## config.mk

```make
export PLATFORM = sky130hd
export DESIGN_NAME = mux_rr_nx1_param
export DESIGN_NICKNAME = d
export VERILOG_FILES = /design/src/rtl/mux_rr_nx1_param.sv
export SDC_FILE = /design/constraint.sdc
export NUM_CORES = 1
export LEC_CHECK = 0
export CAP_MARGIN = 20
export CORE_UTILIZATION = 34
export CTS_CLUSTER_DIAMETER = 80
export DETAILED_ROUTE_END_ITERATION = 16
export HOLD_SLACK_MARGIN = 0.06
export PLACE_DENSITY = 0.93
export SKIP_LAST_GASP = 1
export SLEW_MARGIN = 0
export SYNTH_ARGS = -nofsm -noshare
export SYNTH_HDL_FRONTEND = slang
export SYNTH_SLANG_ARGS = --single-unit
```

## constraint.sdc

```tcl
create_clock -name clok -period 1.4 [get_ports clok]
set_input_delay 0.14 -clock clok [delete_from_list [all_inputs] [get_ports clok]]
set_output_delay 0.14 -clock clok [all_outputs]
set_load 0.005 [all_outputs]
```

## src/rtl/mux_rr_nx1_param.sv

```systemverilog
// N_CH-to-1 registered multiplexer with per-channel valid/pop handshake.
// Manual mode routes the channel named by selector. Round-robin mode scans
// from a rotating pointer and skips idle channels.
// Optional feature macro: MUX_RR_EN. When it is defined, the round-robin
// arbiter and its pointer register are built. When it is undefined, mode is
// ignored and the block always behaves as in manual mode.
module mux_rr_nx1_param #(
  parameter int unsigned WIDTH = 4,
  parameter int unsigned N_CH  = 4,
  parameter int unsigned SEL_W = $clog2(N_CH)
) (
  input  logic                  clok,
  input  logic                  reset_L,
  input  logic                  mode,
  input  logic [SEL_W-1:0]      selector,
  input  logic                  pause,
  input  logic [N_CH-1:0]       valid_in,
  input  logic [N_CH*WIDTH-1:0] bus_in,
  output logic [N_CH-1:0]       pop,
  output logic [WIDTH-1:0]      data_out,
  output logic                  valid_out,
  output logic [SEL_W-1:0]      grant_id
);

  // Channel chosen this cycle and whether it actually has data.
  logic [SEL_W-1:0] cand;
  logic             cand_valid;
  // Transfer ignoring reset; the flops only see this while reset is released.
  logic             xfer_core;
  logic             xfer;
  logic [WIDTH-1:0] sel_data;

  logic [WIDTH-1:0] data_q, data_d;
  logic             valid_q, valid_d;
  logic [SEL_W-1:0] grant_q, grant_d;

`ifdef MUX_RR_EN
  logic [SEL_W-1:0] ptr_q, ptr_d;
  logic [SEL_W-1:0] rr_idx;
  logic [SEL_W-1:0] scan_idx;
  logic             rr_found;

  // First valid channel at or after ptr, wrapping modulo N_CH.
  // N_CH is a power of two, so SEL_W-bit addition wraps naturally.
  always_comb begin
    rr_found = 1'b0;
    rr_idx   = ptr_q;
    scan_idx = ptr_q;
    for (int unsigned k = 0; k < N_CH; k++) begin
      scan_idx = ptr_q + SEL_W'(k);
      if (!rr_found && valid_in[scan_idx]) begin
        rr_found = 1'b1;
        rr_idx   = scan_idx;
      end
    end
  end

  // Mode change acts in the same cycle; it never touches the pointer.
  always_comb begin
    cand       = selector;
    cand_valid = valid_in[selector];
    if (mode) begin
      cand       = rr_idx;
      cand_valid = rr_found;
    end
  end

  // Pointer moves past the granted channel only on a round-robin transfer.
  always_comb begin
    ptr_d = ptr_q;
    if (mode && xfer_core) begin
      ptr_d = cand + SEL_W'(1);
    end
  end

  // Round-robin pointer register.
  always_ff @(posedge clok or negedge reset_L) begin
    if (!reset_L) begin
      ptr_q <= '0;
    end else begin
      ptr_q <= ptr_d;
    end
  end
`else
  // Without the arbiter, mode has no effect.
  logic unused_mode;
  assign unused_mode = mode;

  // Manual routing only.
  always_comb begin
    cand       = selector;
    cand_valid = valid_in[selector];
  end
`endif

  assign xfer_core = cand_valid & ~pause;
  // Reset gates pop so that a word is never acknowledged while in reset.
  assign xfer      = xfer_core & reset_L;

  // Data word of the candidate channel.
  always_comb begin
    sel_data = '0;
    for (int unsigned i = 0; i < N_CH; i++) begin
      if (cand == SEL_W'(i)) begin
        sel_data = bus_in[i*WIDTH +: WIDTH];
      end
    end
  end

  // One-hot acknowledge to the granted source, same cycle as capture.
  always_comb begin
    pop = '0;
    if (xfer) begin
      pop[cand] = 1'b1;
    end
  end

  // Next output state: pause freezes everything, an idle cycle clears valid.
  always_comb begin
    data_d  = data_q;
    valid_d = valid_q;
    grant_d = grant_q;
    if (!pause) begin
      valid_d = cand_valid;
      if (cand_valid) begin
        data_d  = sel_data;
        grant_d = cand;
      end
    end
  end

  // Registered outputs.
  always_ff @(posedge clok or negedge reset_L) begin
    if (!reset_L) begin
      data_q  <= '0;
      valid_q <= 1'b0;
      grant_q <= '0;
    end else begin
      data_q  <= data_d;
      valid_q <= valid_d;
      grant_q <= grant_d;
    end
  end

  assign data_out  = data_q;
  assign valid_out = valid_q;
  assign grant_id  = grant_q;

endmodule

```

======== Word level (Yosys, flattened, before mapping) ========
Cells that the tools add are included.
storage, ports and cells
  flip-flop bits (word level) ............. 7
  input bits .............................. 26
  output and inout bits ................... 11
operators by class
  magnitude comparators ................... 2
  eq/ne operators ......................... 3
  multiplexer cells ....................... 9
  bitwise logic cells ..................... 3
  reductions and logical operators ........ 3
operator list
  cell                                                                                  number
  4-bit 2-to-1 mux                                                                      5
  2-bit == test (second input constant)                                                 2
  2-bit by 3-bit < comparator with 1-bit output (second input constant)                 1
  1-bit bitwise AND                                                                     2
  1-bit binary-select mux with 2-bit select                                             1
  1-bit demux with 2-bit select                                                         1
  2-bit by 1-bit == test with 1-bit output (second input constant)                      1
  2-bit by 1-bit greater-or-equal comparator with 1-bit output (second input constant)  1
  2-bit zero test                                                                       1
  1-bit 2-to-1 mux                                                                      2
  2-bit AND reduction                                                                   1
  1-bit logical AND                                                                     1
  1-bit NOT                                                                             1

======== Logic depth before layout (Yosys ltp) ========
  word-level depth ........................ 5
  gate-level depth with buffers ........... 4
  depth with buffers taken out ............ 3

======== Least setup slack after synthesis ========
No wires, ideal clock.
  path type ............................... input -> register
  start point ............................. input port selector[0]
  end point ............................... register data_q[0], in the netlist data_out[0]
  setup time .............................. 0.125 ns
  arrival ................................. 1.006 ns
  data required time ...................... 1.275 ns
  setup slack ............................. 0.269 ns
  stages .................................. 3
  cell sequence ........................... buf_6 mux4_2 mux2_4
between the ends
  word-level cells in the longest chain between the ends .. 5
  elaborated cells between the ends (all ways) .. 11
RTL lines
  what                           RTL line  text
  from (decl)                    15        input logic [SEL_W-1:0] selector,
  2-bit zero test                104       if (cand == SEL_W'(i)) begin
  4-bit 2-to-1 mux (4 in a row)  104
  to (signal assigned)           139       data_q <= data_d;
  to (decl)                      33        logic [WIDTH-1:0] data_q, data_d;
Parallel ways exist; a longest one is shown, timed or not. The select of a mux whose other input is x is not followed.
A chain may end at the register's enable or synchronous reset.

======== Worst setup path in the final report ========
  start point ............................. input port selector[1]
  end point ............................... register data_q[0], in the netlist data_out[0]
Same word-level chain as after synthesis.

==> metrics.md <==
| Metric | Value |
|---|---|
| Status | complete, no violations |
| Worst vdd rail ir drop | 0.330 mV |
| GPL Wtd Cong | 0.780 |
| Ranking of synthesized cells by area | dfrtp_1, mux4_2, mux2_4 |
| Tightest Pin Transition | 0.312 ns |
| Slew margin rel. | 79.2% |
| CTS root buf | clkbuf_4 |
| R2r setup slk | 0.64 ns |
| Post-DRT Antenna Nets | 0 |
| Commonest cells after routing, fill and taps aside | clkdlybuf4s50_1, dfrtp_1, mux2_4, buf_6 |
| # nets final | 106 |
| Initial antenna violation count | 0 |
| Fmax | 783 MHz |
| DR iter-0 viols | 8 |
| Largest net degree at the start of global routing | 8 |
| CTS clk-pin slew, worst paths | 0.05 ns |
| Chip width | 39.2 um |
| Wire length per cell | 14.3 um |
| Setup WS pre-CTS | -0.559 ns |
| Hold Fails Final Rpt | 0 |
| First-pass GRT wire length | 1840 um |
| Effective utilization at floorplan | 36.2% |
| Die Area | 1540 um^2 |
| Startpoint types | primary input |
| Crit end category | flip-flop |
| Post-synth top area share | 37.1% |
| # diodes | 0 |
| First-pass DRT Iterations | 4 |
| Max-slew violation count | 0 |
| Synth Net Count | 59 |
| Skew final | 0 ns |
| Cell taking the most area after synthesis | dfrtp_1 |
| Mean Syn Cell Area | 14.3 um^2 |
| Min-delay worst type | in -> reg |
| Top Ports | 37 |
| CTS H-tree depth | 1 |
| Min cycle time layout | 1.28 ns |
| DRC Markers | 0 |
| Core area | 1300 um^2 |
| WP data required | 1.53 ns |
| Setup WS post-layout | 0.122 ns |
| Cells after Synth | 33 |
| Gr usage total | 18.3% |
| Row cnt | 13 |
| Commonest non-fill, non-tap cell in the layout | clkdlybuf4s50_1 |
| IO Port Bufs | 35 |
| DPL Wire Length | 1020 um |
| Total grt overflow | 0 |
| Fin crit share | 91.3% |
| RSZ-0062 raised after global routing | no |
| Max Fanout on Critical Path | 7 |
| Vias in the first global route | 437 |
| Finish-stage setup viols | 0 |
| Clock sinks | 7 |
| CTS tree | done |
| Clock Path Buffers | 2 |
| Fraction of layout cells with a size suffix above 1 | 39.2% |
| WL final | 1340 um |
| DR vias/cell | 4.79 |
| Netlist area before placement | 472 um^2 |
| TritonCTS Buffers | 3 |
| Die Y | 39.2 um |
| Worst skew pair latency | 0.25 ns |
| Setup crit start | selector[1] |
| Setup TNS | 0 ns |
| Hold_sp | pause |
| P&R area growth vs syn | 106% |
| FF+latch count, synth | 7 |
| Critical setup path kind | in -> reg |
| Power per Cell Area | 811 nW/um^2 |
| R2R Path Start | data_out[1]$_DFFE_PN0P_ |
| Max Cap Viol | 0 |
| Worst path arrival time | 1.41 ns |
| Placed insts | 87 |
| Final Instance Count excl. Fillers | 94 |
| Routed via count | 450 |
| Sequential area share after synthesis | 37.1% |
| P_leak | 0.412 nW |
| Synth cell types | 16 |
| Synth Warn # | 0 |
[synthesized netlist by cell type (all sizes together)]
cell type and instances:
o22ai 1, o21ai 2, mux2i 2, or3b 1
nor3b 2, or2 1, nand2b 1, dfrtp 7
nand3b 1, mux2 5, mux4 4, buf 1
a21o 1, nand2 2, nor2 2
[sequential cells by signal (all words and copies together) (netlist names)]
register   cells
grant_id       2
valid_out      1
data_out       4
[stage by stage]
| stage | util [%] | instance area (um^2) | power, mW | hold slack, ns |
|---|---|---|---|---|
| 2_1_floorplan | - | 472 | 0.394 | -0.156 |
| 3_3_place_gp | 66.6 | 867 | 0.575 | 0.467 |
| 3_5_place_dp | 66.6 | 867 | 0.586 | 0.472 |
| 4_1_cts | 74.0 | 963 | 0.793 | 0.474 |
| 5_1_grt | 74.7 | 972 | 0.839 | 0.263 |
| 6_report | 74.7 | 972 | 0.789 | 0.274 |
[metal layers]
layer  vias up  GRT usage [%]  part of all wire (%)
met3         2              0                   3.7
met4         0           12.9                   1.4
li1        218              -                     -
met1       210           24.4                    43
met2        20           28.7                    52
met5         -              0                     0
[cell families after synthesis]
family | synth area share, %
buf+inv | 2.39
flops | 37.1
mux | 40.1
compound gates | 7.96
simple gates | 12.5
[layout make-up]
type | instances | area, um^2
sequential | 7 | 175
clock buffer | 4 | 26.3
fill | 91 | 329
timing repair buffer | 43 | 420
multi-input combinational | 25 | 332
tap | 15 | 18.8
[critical path: stages]
cell and delay, ns:
dlygate4sd2_1 0.26, buf_6 0.14, or2_4 0.27, o22ai_4 0.26, mux2_4 0.33
[final timing paths]
kind | to | cells after the start
max | data_out[0]$_DFFE_PN0P_ | 5
min reg2reg | valid_out$_DFFE_PN0N_ | 1
max reg2reg | data_out[1]$_DFFE_PN0P_ | 1
min in group asynchronous | data_out[3]$_DFFE_PN0P_ | 4
max in group asynchronous | data_out[2]$_DFFE_PN0P_ | 4
min | valid_out$_DFFE_PN0N_ | 3
[where the power goes]
group          internal [mW]  leakage, nW  switching [mW]  total (mW)
logic                  0.243        0.314          0.0931       0.336
registers              0.248       0.0827          0.0246       0.272
clock network          0.109       0.0150          0.0717       0.180
total                  0.599        0.412           0.189       0.789
[repair_timing]
action,in CTS,in global routing
resized for setup,19,9
hold endpoints to repair,7,0
setup buffers,2,0
hold buffers,1,0
pin swaps,2,4
endpoints found under the setup margin,9,9
Note: power is estimated with default switching activity, not from simulation.
==> edit 1: new RTL, config.mk and constraints unchanged <==
`N_CH`: 4 -> 8.
--- a/src/rtl/mux_rr_nx1_param.sv
+++ b/src/rtl/mux_rr_nx1_param.sv
@@ -7,5 +7,5 @@
 module mux_rr_nx1_param #(
   parameter int unsigned WIDTH = 4,
-  parameter int unsigned N_CH  = 4,
+  parameter int unsigned N_CH  = 8,
   parameter int unsigned SEL_W = $clog2(N_CH)
 ) (
Interface: changed (5 resized); port bits go from 37 to 63. No check against the original RTL was run, so the function may have changed too.
==> edit 1 against the original RTL <==
- the flow now finishes with violations (setup timing)
- final cell count rose by 87%
- area after synthesis rose by 67%
- count of clock-buffer cells in the layout fell by 1
- cell area rose by 56%
- fmax fell by 9.9%
- sequential cell count rose by 1
- total power rose by 20%
- wire length rose by 90%
- global-route usage rose by 4.7 points
- sequential share of layout area fell by 4.8 points
- setup slack got worse by 0.14 ns
- highest routed layer unchanged
==> edit 1: results (changes against the original RTL) <==
run status complete, but fails checks; failing checks setup timing; maximum number of pins on one net before global-route repair 19 (+11); share of the yosys chip area belonging to registers 0.255 (-0.117); Longest Clk Path Bufs 2 (unchanged); placed inst area 1500 um^2 (+73%); family with the most delay on the worst path multiplexers; final estimated routing congestion in global placement 0.744 (-4.7%); DR pass1 iterations 6 (+2); estimated wirelength of the detail-placed design 2.15 mm (+110%); Critical Path Sink pop[4]; via count of the first global-routing pass 944 (+120%); P_seq 0.000307 W (+13%); overall global routing resource usage 0.230 (+0.0469); net count of the mapped netlist 121 (+110%); worst hold path stage count 4 (+1); largest cells by area after synthesis sky130_fd_sc_hd__mux4_2 (26%), sky130_fd_sc_hd__dfrtp_1 (25%), sky130_fd_sc_hd__mux4_1 (6.7%), sky130_fd_sc_hd__nand2_1 (5.3%), sky130_fd_sc_hd__mux2i_1 (3.8%); combinational power 0.000461 W (+37%); maximum cell stage delay along the critical path 0.51 ns (+0.18 ns); setup slack, reg-to-reg 0.51 ns (-0.13 ns); startpoint of the most critical register-to-register path grant_id[0]$_DFFE_PN0N_; critical path peak fanout 3 (-4); worst setup slack after placement -0.782 ns (-0.222 ns); initial antenna violation count 0 (unchanged); sum of met3 wire segment lengths after detailed routing 88 um (+76%); detailed route wirelength on metal2 1.42 mm (+100%); antenna diode instance count 0 (unchanged); Slew headroom 0.768 (-0.0236); switching power share of the total 0.280 (+0.0400); critical register-to-register path endpoint grant_id[0]$_DFFE_PN0N_; wire length on met1 966 um (+69%); LEAKAGE 0.657 nW (+60%); H-tree depth 1 (unchanged); fraction of registers with async set/reset 1.00 (unchanged); worst-skew pair later-pin latency 0.25 ns (about the same); arrival time at the worst endpoint 1.28 ns (-0.13 ns); total negative setup slack -0.0365 ns (-0.0365 ns); final setup violating endpoints 3 (+3); Synthesis Warnings 0 (unchanged); first-pass GRT wire length 4.22 mm (+130%); setup slack of the critical path after layout -0.0175 ns (-0.140 ns); most frequent cells after synthesis sky130_fd_sc_hd__nand2_1 (11), sky130_fd_sc_hd__mux4_2 (9), sky130_fd_sc_hd__dfrtp_1 (8), sky130_fd_sc_hd__nor2_1 (8), sky130_fd_sc_hd__o21ai_0 (5); Critical Path Slowest Stage Cell sky130_fd_sc_hd__mux4_2; peak supply drop 379 uV (+15%); count of routing violations after the opening detailed-route iteration 12 (+4); IO buf count 61 (+74%); launching element of the worst setup path selector[1]; ratio of cells with drive above 1 in the final layout 0.372 (-0.0208); post-detailed-route wirelength per cell 14.5 um (+1.7%); cell count of the worst reg-to-reg path 2 (+1); count of nets after finishing 197 (+86%); detail-routed via count per cell 5.26 (+9.8%); unique cell type count in the Yosys netlist 25 (+9)
edit 1: cell count changes after synthesis, moves of 3 or more:
cell / delta
sky130_fd_sc_hd__nand2_1: +9
sky130_fd_sc_hd__nor2_1: +6
sky130_fd_sc_hd__mux2_4: -5
sky130_fd_sc_hd__mux4_2: +5
sky130_fd_sc_hd__a21oi_1: +3
sky130_fd_sc_hd__buf_2: +3
sky130_fd_sc_hd__o21ai_0: +3
edit 1: cells by family after synthesis:
| logic type | Yosys count | synth area share |
|---|---|---|
| AND/OR/NAND/NOR | 29 | 0.182 |
| AO/OA/AOI/OAI | 15 | 0.139 |
| flip-flops | 8 | 0.255 |
| multiplexers | 14 | 0.363 |
| buffers and inverters | 8 | 0.0621 |
edit 1: layout make-up:
class / instances / area, um^2
Fill cell: 175 / 678
Timing Repair Buffer: 77 / 676
Multi-Input combinational cell: 58 / 572
Sequential cell: 8 / 200
Tap cell: 28 / 35.0
Clock buffer: 3 / 22.5
Inverter: 2 / 7.51
edit 1: metrics by stage:
step	hold slack, ns	std cells	power [W]
6_report	0.377	176	0.000947
5_1_grt	0.406	176	0.00100
4_1_cts	0.379	176	0.000951
3_5_place_dp	0.473	170	0.000771
3_3_place_gp	0.464	170	0.000751
2_1_floorplan	-0.156	74	0.000481
edit 1: timing repair:
action | in CTS | in global routing
setup buffers | 2 | 0
hold buffers | 1 | 0
setup endpoints to repair | 16 | 11
hold endpoints to repair | 8 | 0
gates cloned | 0 | 0
gates resized for setup | 66 | 14
pin swaps | 5 | 3
edit 1: per-layer routing:
layer / up-vias / GRT usage
met5: - / 0
li1: 432 / -
met1: 450 / 0.260
met3: 8 / 0.0247
met2: 35 / 0.402
met4: 0 / 0.152
==> edit 2: new RTL, config.mk and constraints unchanged <==
Made on the original files. `data_q` no longer has a reset.
--- a/src/rtl/mux_rr_nx1_param.sv
+++ b/src/rtl/mux_rr_nx1_param.sv
@@ -133,12 +133,14 @@
   always_ff @(posedge clok or negedge reset_L) begin
     if (!reset_L) begin
-      data_q  <= '0;
       valid_q <= 1'b0;
       grant_q <= '0;
     end else begin
-      data_q  <= data_d;
       valid_q <= valid_d;
       grant_q <= grant_d;
     end
+  end
+
+  always_ff @(posedge clok) begin
+    data_q <= data_d;
   end
 
Formal check against the unedited RTL: not equivalent (a bounded check fails within 4 cycles, from zero or initial values and one cycle with reset_L low).
==> edit 2 against the original RTL <==
- global-route usage down 2.4 points
- setup slack gained 0.0060 ns
- cell area fell by 4.1%
- clock power grew 3%
- sequential cell count is the same
- wire length down 23%
- via count down 1.6%
- area after synthesis decreased by 0.27%
- worst hold slack improved by 0.10 ns
- total power down 14%
- largest power group is now sequential cells
- highest routed layer unchanged
==> edit 2: results (changes against the original RTL) <==
run status completed; Slew headroom 0.774 (-0.0183); fraction of registers with async set/reset 0.429 (-0.571); initial antenna violation count 0 (unchanged); detail-routed via count per cell 4.82 (+0.58%); overall global routing resource usage 0.159 (-0.0243); Post-CTS Setup Repair Bufs 0 (-2); H-tree depth 1 (unchanged); share of the yosys chip area belonging to registers 0.415 (+0.0435); critical path peak fanout 4 (-3); count of routing violations after the opening detailed-route iteration 3 (-5); final estimated routing congestion in global placement 0.607 (-22%); clock root cell sky130_fd_sc_hd__clkbuf_4; Critical Path Slowest Stage Cell sky130_fd_sc_hd__dlygate4sd2_1; post-detailed-route wirelength per cell 11.2 um (-21%); antenna diode instance count 0 (unchanged); maximum cell stage delay along the critical path 0.25 ns (-0.08 ns); maximum number of pins on one net before global-route repair 8 (unchanged); via count of the first global-routing pass 381 (-13%); number of flip-flops under the largest register name 4 (unchanged); Most used DFF post-synth sky130_fd_sc_hd__edfxtp_1; unique cell type count in the Yosys netlist 17 (+1); ratio of cells with drive above 1 in the final layout 0.299 (-0.0937); Clock Pin Slew Worst Setup and Hold Paths 0.06 ns; Fill cells 96 (+5.5%); count of non-filler cells in the finished layout 92 (-2.1%); IO buf count 35 (unchanged); largest cells by area after synthesis sky130_fd_sc_hd__edfxtp_1 (26%), sky130_fd_sc_hd__mux4_1 (22%), sky130_fd_sc_hd__dfrtp_1 (16%), sky130_fd_sc_hd__buf_6 (4.8%), sky130_fd_sc_hd__mux2i_4 (4.8%); Cells after DPL 87 (unchanged); arrival time at the worst endpoint 1.13 ns (-0.28 ns); final global-route overflow total 0 (unchanged); DR pass1 iterations 4 (unchanged); estimated wirelength of the detail-placed design 897 um (-12%); class of the most critical hold timing path input pin to flip-flop; peak supply drop 466 uV (+41%); number of buffers inserted during clock tree synthesis 3 (unchanged); Longest Clk Path Bufs 2 (unchanged); count of flip-flops with a built-in enable after synthesis 4 (+4); net count of the mapped netlist 56 (-5.1%); Clock Skews 0 ns (unchanged); most frequent cells after synthesis sky130_fd_sc_hd__edfxtp_1 (4), sky130_fd_sc_hd__mux4_1 (4), sky130_fd_sc_hd__dfrtp_1 (3); Synthesis Warnings 0 (unchanged); worst setup slack after placement -0.468 ns (+0.0913 ns); LEAKAGE 0.387 nW (-6.0%); placed inst area 885 um^2 (+2.0%); count of nets after finishing 104 (-1.9%); first-pass GRT wire length 1.58 mm (-14%); synthesized area divided by synthesized cell count 15.7 um^2 (+9.7%); worst-skew pair later-pin latency 0.24 ns
-- edit 2: cell types whose count changed after synthesis, sizes merged --
cell / change
mux2: -4
edfxtp: +4
buf: +1
dfrtp: -4
-- edit 2: critical path: cells and delay by family --
family                 cells  cell delay [ns]
AND/OR/NAND/NOR            2             0.36
buffers and inverters      3             0.62
-- edit 2: kinds of logic (layout without fill, tap and decap cells) --
kind of cell    count (synthesis)  count (layout)  share of synthesized area
simple gates                   10              10                      0.130
mux                             7               7                      0.324
flops                           7               7                      0.415
compound gates                  4               4                     0.0825
buf+inv                         2              49                     0.0479
-- edit 2: final timing paths --
path | from | end | slack [ns] | cells past startpoint
worst max-delay path | pause | pop[1] | 0.13 | 5
worst min-delay path | selector[1] | grant_id[1]$_DFFE_PN0P_ | 0.38 | 3
worst max register to register | grant_id[1]$_DFFE_PN0P_ | grant_id[1]$_DFFE_PN0P_ | 0.64 | 1
worst min register to register | valid_out$_DFFE_PN0N_ | valid_out$_DFFE_PN0N_ | 0.50 | 1
max in group asynchronous | reset_L | grant_id[0]$_DFFE_PN0P_ | 0.75 | 3
min in group asynchronous | reset_L | grant_id[1]$_DFFE_PN0P_ | 0.49 | 3
-- edit 2: what timing repair did --
| item | CTS | global route |
|---|---|---|
| setup endpoints to repair | 4 | 2 |
| hold endpoints to repair | 3 | 0 |
| pin swaps | 1 | 0 |
| hold buffers | 1 | 0 |
| gates resized for setup | 17 | 1 |
-- edit 2: through the flow --
step / util / power (W)
after floorplan: - / 0.000343
after global placement: 0.680 / 0.000488
after detailed placement: 0.680 / 0.000496
after CTS: 0.714 / 0.000684
after global routing: 0.716 / 0.000709
final: 0.716 / 0.000676
-- edit 2: final cells by class --
class                           count  share of cell area
Clock buffer                        4              0.0282
Multi-Input combinational cell     21               0.285
Sequential cell                     7               0.209
Tap cell                           15              0.0201
Timing Repair Buffer               45               0.458
-- edit 2: layer usage --
metal / GRT usage / share of wire / up-vias / wire length (um)
met4: 0.0776 / 0.018 / 0 / 19
met1: 0.193 / 0.38 / 203 / 397
met2: 0.250 / 0.54 / 22 / 555
li1: - / - / 215 / -
met3: 0.0520 / 0.060 / 3 / 62
met5: 0 / 0 / - / 0
-- edit 2: where the power goes --
group          leakage, nW  internal (W)  switching, W  total [W]
Clock               0.0150      0.000109     0.0000764   0.000185
Combinational        0.299      0.000167     0.0000631   0.000230
Sequential          0.0731      0.000250     0.0000110   0.000261
Total                0.387      0.000526      0.000150   0.000676
